==> config.mk <==
export PLATFORM = sky130hd
export DESIGN_NAME = instr_cache_refill_ctrl
export DESIGN_NICKNAME = d
export VERILOG_FILES = /design/src/rtl/instr_cache_refill_ctrl.sv
export SDC_FILE = /design/constraint.sdc
export NUM_CORES = 1
export LEC_CHECK = 0
export CAP_MARGIN = 40
export CORE_MARGIN = 2
export CORE_UTILIZATION = 66
export CTS_BUF_LIST = sky130_fd_sc_hd__clkbuf_2 sky130_fd_sc_hd__clkbuf_4 sky130_fd_sc_hd__clkbuf_8
export DETAILED_ROUTE_END_ITERATION = 6
export PLACE_DENSITY_LB_ADDON = 0.15
export SETUP_SLACK_MARGIN = 0.15
export SYNTH_ARGS = -nofsm -noshare
export SYNTH_HDL_FRONTEND = slang
export SYNTH_SLANG_ARGS = --single-unit
export TNS_END_PERCENT = 20
==> constraint.sdc <==
create_clock -name clk -period 9.1 [get_ports clk]
set_input_delay 1.82 -clock clk [delete_from_list [all_inputs] [get_ports clk]]
set_output_delay 1.82 -clock clk [all_outputs]
set_load 0.005 [all_outputs]
==> src/rtl/instr_cache_refill_ctrl.sv <==
// instr_cache_refill_ctrl: fetches one cache line as 32-bit words and replays it as contiguous 64-bit beats.
module instr_cache_refill_ctrl #(
  parameter int B = 64,
  parameter int AddrWidth = 32
) (
  input  logic                 clk,
  input  logic                 reset,
  input  logic                 CacheMiss,
  input  logic [AddrWidth-1:0] MissAddr,
  output logic                 MemReq,
  output logic [AddrWidth-1:0] MemAddr,
  input  logic                 MemReady,
  input  logic                 MemRValid,
  input  logic [31:0]          MemRData,
  output logic                 RepEnable,
  output logic [63:0]          RepWord,
  output logic                 RefillDone,
  output logic                 Busy
);
  localparam int WN = B / 4;
  localparam int BN = B / 8;
  localparam int WW = WN > 2 ? $clog2(WN) : 1;
  localparam int BW = BN > 2 ? $clog2(BN) : 1;
  typedef enum logic [2:0] {IDLE, REQ, FILL, STREAM, DONE} state_t;
  state_t state, state_d;
  logic [WW-1:0] wcnt, wcnt_d;
  logic [BW-1:0] bcnt, bcnt_d, bsel;
  logic [B*8-1:0] line, line_d;
  logic [AddrWidth-1:0] addr_d;
  logic [63:0] word_d;
  assign MemReq = state == REQ;
  assign RepEnable = state == STREAM;
  assign RefillDone = state == DONE;
  assign Busy = state != IDLE;
  assign bsel = bcnt + 1'b1;
  always_ff @(posedge clk) begin
    if (reset) begin
      state <= IDLE;
      wcnt <= '0;
      bcnt <= '0;
      MemAddr <= '0;
      RepWord <= '0;
    end else begin
      state <= state_d;
      wcnt <= wcnt_d;
      bcnt <= bcnt_d;
      MemAddr <= addr_d;
      RepWord <= word_d;
    end
  end
  // Line contents need no reset: a partial line is never streamed.
  always_ff @(posedge clk) line <= line_d;
  always_comb begin
    state_d = state;
    wcnt_d = wcnt;
    bcnt_d = bcnt;
    addr_d = MemAddr;
    word_d = RepWord;
    line_d = line;
    if (state == FILL && MemRValid) line_d[32*wcnt +: 32] = MemRData;
    case (state)
      IDLE: if (CacheMiss) begin
        addr_d = MissAddr & ~AddrWidth'(B - 1);
        state_d = REQ;
      end
      REQ: if (MemReady) begin
        wcnt_d = '0;
        state_d = FILL;
      end
      // Beat 0 is preloaded from the bypassed line so RepWord is valid on the first STREAM cycle.
      FILL: if (MemRValid) begin
        wcnt_d = wcnt + 1'b1;
        if (wcnt == WW'(WN - 1)) begin
          bcnt_d = '0;
          word_d = line_d[63:0];
          state_d = STREAM;
        end
      end
      STREAM: if (bcnt == BW'(BN - 1)) state_d = DONE;
      else begin
        bcnt_d = bsel;
        word_d = line[64*bsel +: 64];
      end
      DONE: state_d = IDLE;
      default: state_d = IDLE;
    endcase
  end
endmodule
* Word level (Yosys, flattened, before mapping)
Index checks and enable logic that the tools add are counted.
Word-level totals: bits in registers 612, input port bits 69, output and inout bits 100, word-level logic and storage cells 53
Cells by class: $add $sub $neg 3, equal/unequal tests 12, shift-type cells 3, mux-type cells 19, reductions and logical operators 9
Operator list (count):
- 512-bit bitwise mux | 1
- 32-bit by 34-bit variable shift with 512-bit output (first input constant) | 1
- 32-bit by 34-bit variable part select with 512-bit output | 1
- 512-bit by 10-bit variable part select with 64-bit output | 1
- 64-bit two-way mux | 4
- 64-bit one-hot mux with 2 select lines | 1
- 9-bit negation with 34-bit output | 1
- 3-bit two-way mux | 8
- 3-bit one-hot mux with 4 select lines | 1
- 4-bit two-way mux | 2
- 4-bit one-hot mux with 2 select lines | 1
- 3-bit by 2-bit == test with 1-bit output (second input constant) | 2
- 3-bit == test (second input constant) | 2
- 2-bit by 1-bit inequality test with 1-bit output (second input constant) | 3
- 2-bit inequality test (second input constant) | 3
- 3-bit one-hot mux with 2 select lines | 1
- 5-bit AND reduction | 1
- 4-bit by 1-bit adder with 4-bit output (second input constant) | 1
- 4-bit == test (second input constant) | 1
- 4-bit AND reduction | 1
- 2-bit nonzero test | 2
- 3-bit by 1-bit adder with 3-bit output (second input constant) | 1
- 3-bit by 1-bit == test with 1-bit output (second input constant) | 1
- 3-bit logical NOT | 1
- 4 further kinds | 4

* Longest topological paths before layout
Gate-level depths: netlist (run 1).
depth in word-level cells 7, depth in mapped cells 10, gate-level depth less buffers 7

* Worst setup path before layout (run 1)
OpenSTA, ideal clock, no wires.
path type in2reg, start input MemRValid, end register line[128], enable pin, setup time 461 ps, data arrival time 4657 ps, data required time 8639 ps, slack 3982 ps, cell stages on the path 4, buffers on the path 0, path through and4bb_4 -> nand2b_1 -> a31o_2 -> nor3_1
Between the ends: cells in the longest elaborated chain, start to end 1
RTL lines:
- start: declaration | RTL line 13 | input logic MemRValid,
- 1-bit logical AND | RTL line 60 | if (state == FILL && MemRValid) line_d[32*wcnt +: 32] = MemRData;
- end signal: assignment | RTL line 52 | always_ff @(posedge clk) line <= line_d;
- end: declaration | RTL line 28 | logic [B*8-1:0] line, line_d;
No other way between the ends. A chain may end at the register's enable or synchronous reset.

* Final worst setup path (run 1)
start register state[0], end output RepEnable
Between the ends: cells in the longest elaborated chain, start to end 1
RTL lines:
- start: declaration | RTL line 25 | state_t state, state_d;
- start signal: assignment | RTL line 44 | state <= state_d;
- 3-bit by 2-bit == test with 1-bit output | RTL line 32 | assign RepEnable = state == STREAM;
- end: declaration | RTL line 15 | output logic RepEnable,
No other way between the ends.

==> qor.yml, run 1 <==
swShare: 0.220
cts_root_buffer: "clkbuf_8"
synth_area_leader_cell: "edfxtp_1"
r2r_slack_ns: 5.65
antenna_found_initial: 1
vias_per_cell: 6.20
vias: 17200
grt_pass1_wl_um: 101000
grt_pass1_vias: 17600
ys_seq_area_frac: 0.627
first_pass_iters: 5
relSlewSlack: 0.355
post-route-util: 0.772
period_share: 0.470
ys_top_cells_by_area: "edfxtp_1, dfxtp_1, mux4_2"
internal_power_uw: 4600
r2r_end: "RepWord[4]"
avgSynthCellArea_um2: 13.1
critPathMaxStageDelay_ns: 0.58
cts_buffers: 96
cts_tree: "done"
drcViolationCount: 0
worst_slack_ns: 4.82
portBuffers: 156
grtUsageTotal: 0.323
ys_types: 48
final_antenna_net_count: 0
synthCells: 2038
drtIter0Drc: 1592
syn_area_mm2: 0.0267
skew_ns: 0.0304
die_y_um: 205
ys_seq_elements: 612
start_util: 0.671
yosysTopAreaCellShare: 0.504
p_leak_uw: 0.0102
critPathArrivalTime_ns: 2.46
endpoint: "RepEnable"
startpoint_type: "flop"
post_cts_buffers: 0
ys_warn_count: 0
worst_pin_slew_ns: 0.965
dieWidth_um: 205
maxSlewViolCount: 0
required_ns: 7.28
clk_latency_ns: 0.67
timing.rr.start: "wcnt[0]"
die_area_mm2: 0.0421
cts_buffer_depth: 3
rsz0062_at_grt: "false"
whs_ns: 0.456
maxCapViolCount: 0
io_pins: 169
critPathMaxFanout: 19
crit_path_start: "state[0]"
core_area_mm2: 0.0398
h-tree-depth: 3
p_sw_uw: 1290
setup-violations-final: 0
share_comb_of_total_power: 0.063
vdd_drop_max_mv: 0.179
cts_sinks: 612
slowest_stage: "clkdlybuf4s50_1"
fin_crit_ns: 4.28
preCtsSetupSlack_ns: 4.57
final_cells: 2765
critPathCaptureType: "output port"
tns_ns: 0
synth_enable_flop_cells: 448
nNetsFinal: 2230
gp_congestion: 0.795
grt_start_max_net_pins: 72
antenna_cells: 0
ys.flop_type: "edfxtp_1"
async_flop_share: 0
area_growth_pct: 15.1
hp-class: "reg -> reg"
routedWlPerCell_um: 24.0
dpl.cell_count: 2582
layout-drive-gt1-share: 0.198
rr_worst_depth: 8
routed_wl_um: 66300
grt.overflow.total: 0
clk_pin_slew_ns: 0.06
cellPowerDensity_mw_per_mm2: 192
fmax_mhz: 234
path_class: "reg -> out"
num_rows: 73
dp_hpwl_um: 37500
p_seq_frac: 0.524
crit_chain: "nand3b_4 > inv_1 > clkdlybuf4s50_1"
holdCritStartpoint: "MemAddr[26]"
clockPowerShare: 0.413
cts_resized: 0
hold_viol: 0
status: "finished clean"
cts_hold_buffers: 0
==> power groups by stage <==
stage	Sequential, uW	Clock, uW	Combinational [uW]
after detailed placement	3140	0	364
after CTS	3090	2460	367
after global routing	3100	2580	393
after global placement	3140	0	349
final	3090	2430	370
after floorplan	3130	0	251
==> through the flow <==
step,power [uW],area [um2]
finish,5890,30700
global route,6060,30700
CTS,5910,30700
detailed placement,3510,28700
global placement,3490,28500
floorplan,3380,26700
==> layout make-up <==
| class | instances | area [um2] |
|---|---|---|
| clock inverters | 39 | 267 |
| inverters | 7 | 26.3 |
| repair buffers | 202 | 2040 |
| well taps | 525 | 657 |
| multi-input cells | 1237 | 9200 |
| clock buffers | 143 | 1800 |
| flip-flops and latches | 612 | 16700 |
| fillers | 2472 | 9090 |
==> cells in the mapped netlist, types with 3 or more instances <==
master / count
edfxtp_1: 448
nor2_1: 365
and2_1: 223
dfxtp_1: 164
nand2_1: 126
clkbuf_1: 114
mux4_2: 111
nor2b_1: 57
a211oi_1: 56
a21oi_1: 52
nor4_1: 47
mux2i_1: 37
buf_2: 35
mux2_2: 34
mux2_4: 30
nor3_1: 23
buf_4: 14
buf_1: 13
a22o_1: 9
buf_6: 8
a221oi_2: 7
inv_1: 7
nor4_2: 7
nand2b_1: 6
nand3_1: 6
ha_1: 5
nand3b_1: 4
buf_12: 3
nor3b_1: 3
==> logic make-up (layout without fill, tap and decap cells) <==
group,count (synthesis),count (layout),synth area share
AOI/OAI and AO/OA,130,130,0.0339
DFF,612,612,0.627
xor gates and xnor gates,1,1,0.000328
and+or+nand+nor,883,883,0.163
buffers and inverters,194,391,0.0350
other,1,6,0.000140
adders and majority gates,5,5,0.00234
muxes,212,212,0.139
==> routing by layer <==
| metal | GRT usage | vias to the layer above | share of wire |
|---|---|---|---|
| met3 | 0.0573 | 157 | 0.093 |
| met2 | 0.531 | 867 | 0.49 |
| met1 | 0.434 | 8582 | 0.38 |
| met4 | 0.122 | 0 | 0.029 |
| li1 | - | 7549 | - |
| met5 | 0 | - | 0 |
==> worst max-delay path: cells and delay by family (launching register included) <==
family | cells | cell delay, ns
buffers and inverters | 2 | 0.91
and+or+nand+nor | 1 | 0.33
DFF | 1 | 0.56
==> flip-flops by register name (all words and copies together), names as in the netlist <==
name     flops
RepWord     64
wcnt         4
line       512
bcnt         3
MemAddr     26
state        3
==> placed cells by master, fill, tap and decap left out, types with 4 or more instances in the layout <==
master and instances:
a21oi_1 52, nor3_1 12, mux2i_1 37, clkbuf_4 27, and2_1 222, nand3_1 6, buf_12 4, mux2_2 34
nand2_1 125, clkinv_2 18, conb_1 6, nor4_1 47, buf_16 4, clkbuf_8 116, a22o_1 9, nor2_1 354
inv_1 7, nor2_4 6, clkinvlp_4 5, nor2_2 5, nor2b_1 57, a221oi_2 7, nand3b_1 4, mux4_2 111
clkinv_1 13, clkdlybuf4s50_1 155, mux2_4 30, nor3_2 11, nor4_2 7, buf_4 38, dfxtp_1 163, edfxtp_1 448
a211oi_1 56
==> worst min-delay path by stage <==
| stage | cells after the start | endpoint |
|---|---|---|
| finish | 2 | MemAddr[26] |
| global route | 2 | MemAddr[12] |
| CTS | 2 | MemAddr[26] |
| detailed placement | 2 | MemAddr[26] |
| global placement | 2 | MemAddr[6] |
| floorplan | 2 | bcnt[1] |
Power figures use the tool's default switching activity.
==> inputs of run 2 (changes only) <==
--- a/config.mk
+++ b/config.mk
@@ -7,7 +7,7 @@
 export LEC_CHECK = 0
 export CAP_MARGIN = 40
 export CORE_MARGIN = 2
-export CORE_UTILIZATION = 66
+export CORE_UTILIZATION = 62
 export CTS_BUF_LIST = sky130_fd_sc_hd__clkbuf_2 sky130_fd_sc_hd__clkbuf_4 sky130_fd_sc_hd__clkbuf_8
 export DETAILED_ROUTE_END_ITERATION = 6
 export PLACE_DENSITY_LB_ADDON = 0.15
==> constraint.sdc (replaced) <==
create_clock -name clk -period 4.1 [get_ports clk]
set_input_delay 0.82 -clock clk [delete_from_list [all_inputs] [get_ports clk]]
set_output_delay 0.82 -clock clk [all_outputs]
set_load 0.005 [all_outputs]
==> run 2 against run 1 <==
Clock power increased by 120%. Worst hold slack got worse by 0.00072 ns. Power increased by 120%. Largest cell class unchanged.
==> qor.yml, run 2 (synthesized netlist as in run 1, its figures left out) <==
critPathBufInv: 2  # unchanged
maxSlewViolCount: 0  # unchanged
cts_buffer_depth: 3  # unchanged
swShare: 0.222  # was 0.220
post_cts_buffers: 0  # unchanged
path_class: "reg -> out"  # unchanged
dieWidth_um: 212  # was 205 um
hp-class: "reg -> reg"  # unchanged
start_util: 0.624  # was 0.671
top_register: "line"  # unchanged
maxCapViolCount: 0  # unchanged
first_pass_iters: 5  # unchanged
vdd_drop_max_mv: 0.382  # was 0.179 mV
worst_slack_ns: 0.844  # was 4.82 ns
fin_crit_ns: 3.26
gp_congestion: 0.793  # was 0.795
slowest_stage: "clkdlybuf4s50_1"  # unchanged
post-route-util: 0.719  # was 0.772
status: "finished clean"  # unchanged
critPathMaxFanout: 19  # unchanged
routed_wl_um: 66800  # was 66,300 um
relSlewSlack: 0.382  # was 0.355
setup-violations-final: 0  # unchanged
die_area_mm2: 0.0447  # was 0.0421 mm2
top_layer: "met4"  # unchanged
p_sw_uw: 2890  # was 1290 uW
crit_family: "buffers and inverters"  # unchanged
area_growth_pct: 15.2  # was 15.1%
vias: 16900  # was 17.2k
clk_latency_ns: 0.69  # was 0.67 ns
share_comb_of_total_power: 0.063  # about the same
cts_buffers: 99  # was 96
cts_root_buffer: "clkbuf_8"  # unchanged
hold_viol: 0  # unchanged
grt_pass1_vias: 17600  # about the same
grtUsageTotal: 0.306  # was 0.323
cellPowerDensity_mw_per_mm2: 423  # was 192 mW/mm2
top_regs: "line (512), RepWord (64), MemAddr (26)"  # unchanged
layout-drive-gt1-share: 0.199  # was 0.198
grt.overflow.total: 0  # unchanged
cts_tree: "done"  # unchanged
die_y_um: 212  # was 205 um
grt_start_max_net_pins: 117  # was 72
num-fill-cells: 2942  # was 2,472
h-tree-depth: 3  # unchanged
num_rows: 76  # was 73
route.met2.wl_um: 34100  # was 32,800 um
wl_met3_um: 5540  # was 6140 um
antenna_found_initial: 2  # was 1
nNetsFinal: 2234  # was 2,230
vias_per_cell: 6.07  # was 6.20
cts_resized: 0  # unchanged
core_area_mm2: 0.0428  # was 0.0398 mm2
fmax_mhz: 307
wirelength_met1_um: 25400  # about the same
critPathMaxStageDelay_ns: 0.58  # about the same
io_pins: 169  # unchanged
dp_hpwl_um: 37600  # was 37,500 um
cts_hold_buffers: 0  # unchanged
preCtsSetupSlack_ns: 0.820  # was 4.57 ns
portBuffers: 156  # unchanged
period_share: 0.794
skew_ns: 0.0236  # was 0.0304 ns
rsz0062_at_grt: "false"  # unchanged
clockPowerShare: 0.410  # was 0.413
grt_pass1_wl_um: 101000  # about the same
critPathCaptureType: "output port"  # unchanged
required_ns: 3.28  # was 7.28 ns
final_cell_mix: "edfxtp_1, nor2_1, and2_1"  # unchanged
startpoint_type: "flop"  # unchanged
final_antenna_net_count: 0  # unchanged
drcViolationCount: 0  # unchanged
worst_pin_slew_ns: 0.925  # was 0.965 ns
drtIter0Drc: 1622  # was 1,592
layout.cells.most_common: "edfxtp_1"  # unchanged
clk_pin_slew_ns: 0.06  # about the same
cts_sinks: 612  # unchanged
largest_reg_flops: 512  # unchanged
routedWlPerCell_um: 23.9  # was 24.0 um
crit_chain: "nand3b_4 > inv_1 > clkdlybuf4s50_1"  # unchanged
p_leak_uw: 0.0102  # about the same
internal_power_uw: 10100  # was 4600 uW
critPathArrivalTime_ns: 2.44  # was 2.46 ns
p_seq_frac: 0.527  # was 0.524
## run 2: cell count changes in the layout (fill, tap and decap cells not counted), moves of 6 or more
cell and change:
clkbuf_4 +19, clkbuf_8 -7, buf_12 +6, clkinv_2 -8
## run 2: power groups by stage
stage,Clock (uW),Combinational [uW],Sequential [uW]
5_1_grt,5670,878,6870
3_3_place_gp,0,791,6970
3_5_place_dp,0,813,6980
6_report,5340,823,6860
2_1_floorplan,0,558,6940
4_1_cts,5400,821,6860
## run 2: final timing paths
| path | startpoint | end | slack [ns] | depth (start not counted) |
|---|---|---|---|---|
| max | state[1] | RepEnable | 0.84 | 3 |
| min | MemAddr[24] | MemAddr[24] | 0.45 | 2 |
| max reg2reg | wcnt[0] | line[493] | 1.17 | 6 |
| min reg2reg | MemAddr[24] | MemAddr[24] | 0.45 | 2 |
## run 2: layout make-up
| class | count | area [um2] | area share |
|---|---|---|---|
| repair buffers | 203 | 2080 | 0.0675 |
| inverters | 7 | 26.3 | 0.000854 |
| clock buffers | 155 | 1850 | 0.0600 |
| well taps | 546 | 683 | 0.0222 |
| clock inverters | 31 | 188 | 0.00610 |
| flip-flops and latches | 612 | 16700 | 0.544 |
| diodes | 1 | 2.50 | 0.0000814 |
| multi-input cells | 1237 | 9200 | 0.299 |
## run 2: per-layer routing
metal | vias to the layer above | global-route usage
li1 | 7571 | -
met1 | 8543 | 0.388
met2 | 680 | 0.522
met3 | 141 | 0.0657
met4 | 0 | 0.114
met5 | - | 0
## run 2: through the flow
step	setup TNS [ns]	hold WS, ns	std cells	instance area, um2	total power, uW
floorplan	-19.28	0.436	2043	26700	7500
global placement	0	0.441	2602	28700	7760
detailed placement	0	0.448	2605	28700	7790
CTS	0	0.457	2791	30800	13100
global route	0	0.476	2792	30800	13400
finish	0	0.455	2792	30800	13000
## run 2: worst register-to-register path, cell delays in order (launching register included)
cell and delay (ns):
dfxtp_1 0.55, inv_1 0.13, ha_1 0.28, o21ai_1 0.25, nand2b_2 0.52, nor3_2 0.27
buf_4 0.54
==> inputs of run 3 (changes only) <==
--- a/config.mk
+++ b/config.mk
@@ -7,7 +7,7 @@
 export LEC_CHECK = 0
 export CAP_MARGIN = 40
 export CORE_MARGIN = 2
-export CORE_UTILIZATION = 62
+export CORE_UTILIZATION = 56
 export CTS_BUF_LIST = sky130_fd_sc_hd__clkbuf_2 sky130_fd_sc_hd__clkbuf_4 sky130_fd_sc_hd__clkbuf_8
 export DETAILED_ROUTE_END_ITERATION = 6
 export PLACE_DENSITY_LB_ADDON = 0.15
==> constraint.sdc (replaced) <==
create_clock -name clk -period 2.85 [get_ports clk]
set_input_delay 0.57 -clock clk [delete_from_list [all_inputs] [get_ports clk]]
set_output_delay 0.57 -clock clk [all_outputs]
set_load 0.005 [all_outputs]
==> run 3 against run 2 <==
The flow now finishes with violations (design-rule violations). Cell count grew 3.7%. Critical path depth grew 6. First-iteration DRC count decreased by 1.2%. Register-to-register slack got worse by 0.96 ns. Non-clock buffer count rose by 35. Setup slack lost 0.64 ns. Global-route usage decreased by 2.2 points. Sequential power grew 44%. Critical path type is now reg -> reg. Critical endpoint is now RepWord[9]. Largest cell class unchanged.
==> qor.yml, run 3 (synthesized netlist as in run 1, its figures left out) <==
vdd_drop_max_mv: 0.345  # was 0.382 mV
dieWidth_um: 222  # was 212 um
hold_end: "MemAddr[27]"  # was MemAddr[24]
gp_congestion: 0.806  # was 0.793
design_area_mm2: 0.0316  # was 0.0308 mm2
p_sw_uw: 4130  # was 2890 uW
timing.rr.start: "wcnt[3]"  # was wcnt[0]
portBuffers: 156  # unchanged
post-route-util: 0.665  # was 0.719
path_class: "reg -> reg"  # was reg -> out
holdCritStartpoint: "reset"  # was MemAddr[24]
vias_per_cell: 5.94  # was 6.07
status: "finished with violations"  # was finished clean
cts_root_buffer: "clkbuf_8"  # unchanged
clk_pin_slew_ns: 0.06  # about the same
swShare: 0.217  # was 0.222
place_area_mm2: 0.0294  # was 0.0287 mm2
p_leak_uw: 0.0107  # was 0.0102 uW
critPathCaptureType: "flop"  # was output port
start_util: 0.563  # was 0.624
maxSlewViolCount: 0  # unchanged
hold_viol: 0  # unchanged
critPathArrivalTime_ns: 3.20  # was 2.44 ns
cts_hold_buffers: 0  # unchanged
cellPowerDensity_mw_per_mm2: 603  # was 423 mW/mm2
dp_hpwl_um: 40300  # was 37,600 um
grt_pass1_vias: 17300  # was 17.6k
clockPowerShare: 0.419  # was 0.410
violations: "design-rule violations"
final_antenna_net_count: 0  # unchanged
antenna_found_initial: 0  # was 2
drcViolationCount: 6  # was 0
maxCapViolCount: 0  # unchanged
relSlewSlack: 0.460  # was 0.382
cts_buffer_depth: 3  # unchanged
internal_power_uw: 14900  # was 10,100 uW
top_regs: "line (512), RepWord (64), MemAddr (26)"  # unchanged
rr_worst_depth: 9  # was 6
grt.overflow.total: 0  # unchanged
num-fill-cells: 3462  # was 2,942
num_rows: 80  # was 76
layout.cells.most_common: "edfxtp_1"  # unchanged
share_comb_of_total_power: 0.063  # about the same
worst_pin_slew_ns: 0.806  # was 0.925 ns
fin_crit_ns: 2.64
hp-class: "in -> reg"  # was reg -> reg
first_pass_iters: 7  # was 5
cts_tree: "done"  # unchanged
worstHoldPathCells: 2  # unchanged
core_area_mm2: 0.0474  # was 0.0428 mm2
cts_buffers: 99  # unchanged
clk_latency_ns: 0.68  # was 0.69 ns
die_area_mm2: 0.0494  # was 0.0447 mm2
period_share: 0.927
rsz0062_at_grt: "true"  # was false
skew_ns: 0.0230  # was 0.0236 ns
drtIter0Drc: 1602  # was 1,622
critPathMaxFanout: 11  # was 19
grt_start_max_net_pins: 80  # was 117
routed_wl_um: 69600  # was 66,800 um
fmax_mhz: 379
io_pins: 169  # unchanged
required_ns: 3.40  # was 3.28 ns
multiInputGateArea_mm2: 0.00928  # was 0.00920 mm2
r2r_end: "RepWord[9]"  # was line[493]
routedWlPerCell_um: 24.0  # was 23.9 um
final_cell_mix: "edfxtp_1, nor2_1, and2_1"  # unchanged
grt_pass1_wl_um: 104000  # was 101,000 um
p_seq_frac: 0.518  # was 0.527
layout-drive-gt1-share: 0.216  # was 0.199
area_growth_pct: 18.2  # was 15.2%
fin_total_pwr_uw: 19000  # was 13,000 uW
h-tree-depth: 3  # unchanged
cts_sinks: 612  # unchanged
setup-violations-final: 0  # unchanged
nNetsFinal: 2269  # was 2,234
vias: 17200  # was 16.9k
grtUsageTotal: 0.285  # was 0.306
largest_reg_flops: 512  # unchanged
startpoint_type: "flop"  # unchanged
die_y_um: 222  # was 212 um
seq_area_mm2: 0.0167  # about the same
whs_ns: 0.420  # was 0.455 ns
r2r_slack_ns: 0.21  # was 1.17 ns
top_register: "line"  # unchanged
==> run 3: cell types whose count changed in the layout (fill, tap and decap cells not counted), sizes merged <==
cell / previous run / this run
bufinv: 1 / 0
clkinvlp: 6 / 2
clkinv: 22 / 17
clkbuf: 155 / 167
inv: 9 / 6
buf: 48 / 83
==> run 3: metal layers <==
metal	vias to the layer above	global-route usage	routed length, um
li1	7642	-	-
met1	8626	0.374	27300
met2	803	0.477	34300
met3	130	0.0462	5720
met4	0	0.114	2330
met5	-	0	0
==> run 3: power by group through the flow <==
stage / clock network (uW) / logic [uW] / registers [uW]
after global placement: 0 / 1170 / 10000
after global routing: 8470 / 1290 / 9880
after floorplan: 0 / 807 / 9980
after CTS: 8090 / 1210 / 9860
final: 7970 / 1210 / 9860
after detailed placement: 0 / 1200 / 10000
==> run 3: what timing repair did <==
item	4_1_cts	5_1_grt
gates resized for setup	1	1
pin swaps	1	0
endpoints found under the setup margin	1	2
setup buffers	1	0
gates cloned	0	0
==> run 3: worst max path at each step <==
stage	from	endpoint	slack [ns]
floorplan	wcnt[0]	line[448]	-0.23
global placement	MemRValid	line[351]	0.12
detailed placement	MemRValid	line[351]	0.07
CTS	state[0]	RepEnable	0.20
global route	state[0]	RepEnable	0.14
finish	wcnt[3]	RepWord[9]	0.21
==> run 3: worst max-delay path, stage by stage, from the launching register on <==
cell and delay (ns):
dfxtp_1 0.44, inv_1 0.13, ha_1 0.38, nor4bb_1 0.31
and4b_2 0.29, buf_12 0.17, buf_4 0.25, mux2_4 0.33
nor2_1 0.15, nor4_2 0.07
==> run 3: through the flow <==
stage / setup slack (ns) / setup TNS (ns) / std cells
4_1_cts: 0.203 / 0 / 2894
6_report: 0.209 / 0 / 2895
3_3_place_gp: 0.116 / 0 / 2707
2_1_floorplan: -0.229 / -42.77 / 2043
5_1_grt: 0.139 / 0 / 2894
3_5_place_dp: 0.0746 / 0 / 2708
==> run 3: layout make-up <==
type                    instances  area share
repair buffers                238      0.0822
multi-input cells            1237       0.294
clock buffers                 167      0.0655
clock inverters                18     0.00270
diodes                          1   0.0000793
well taps                     615      0.0244
inverters                       7    0.000951
flip-flops and latches        612       0.530
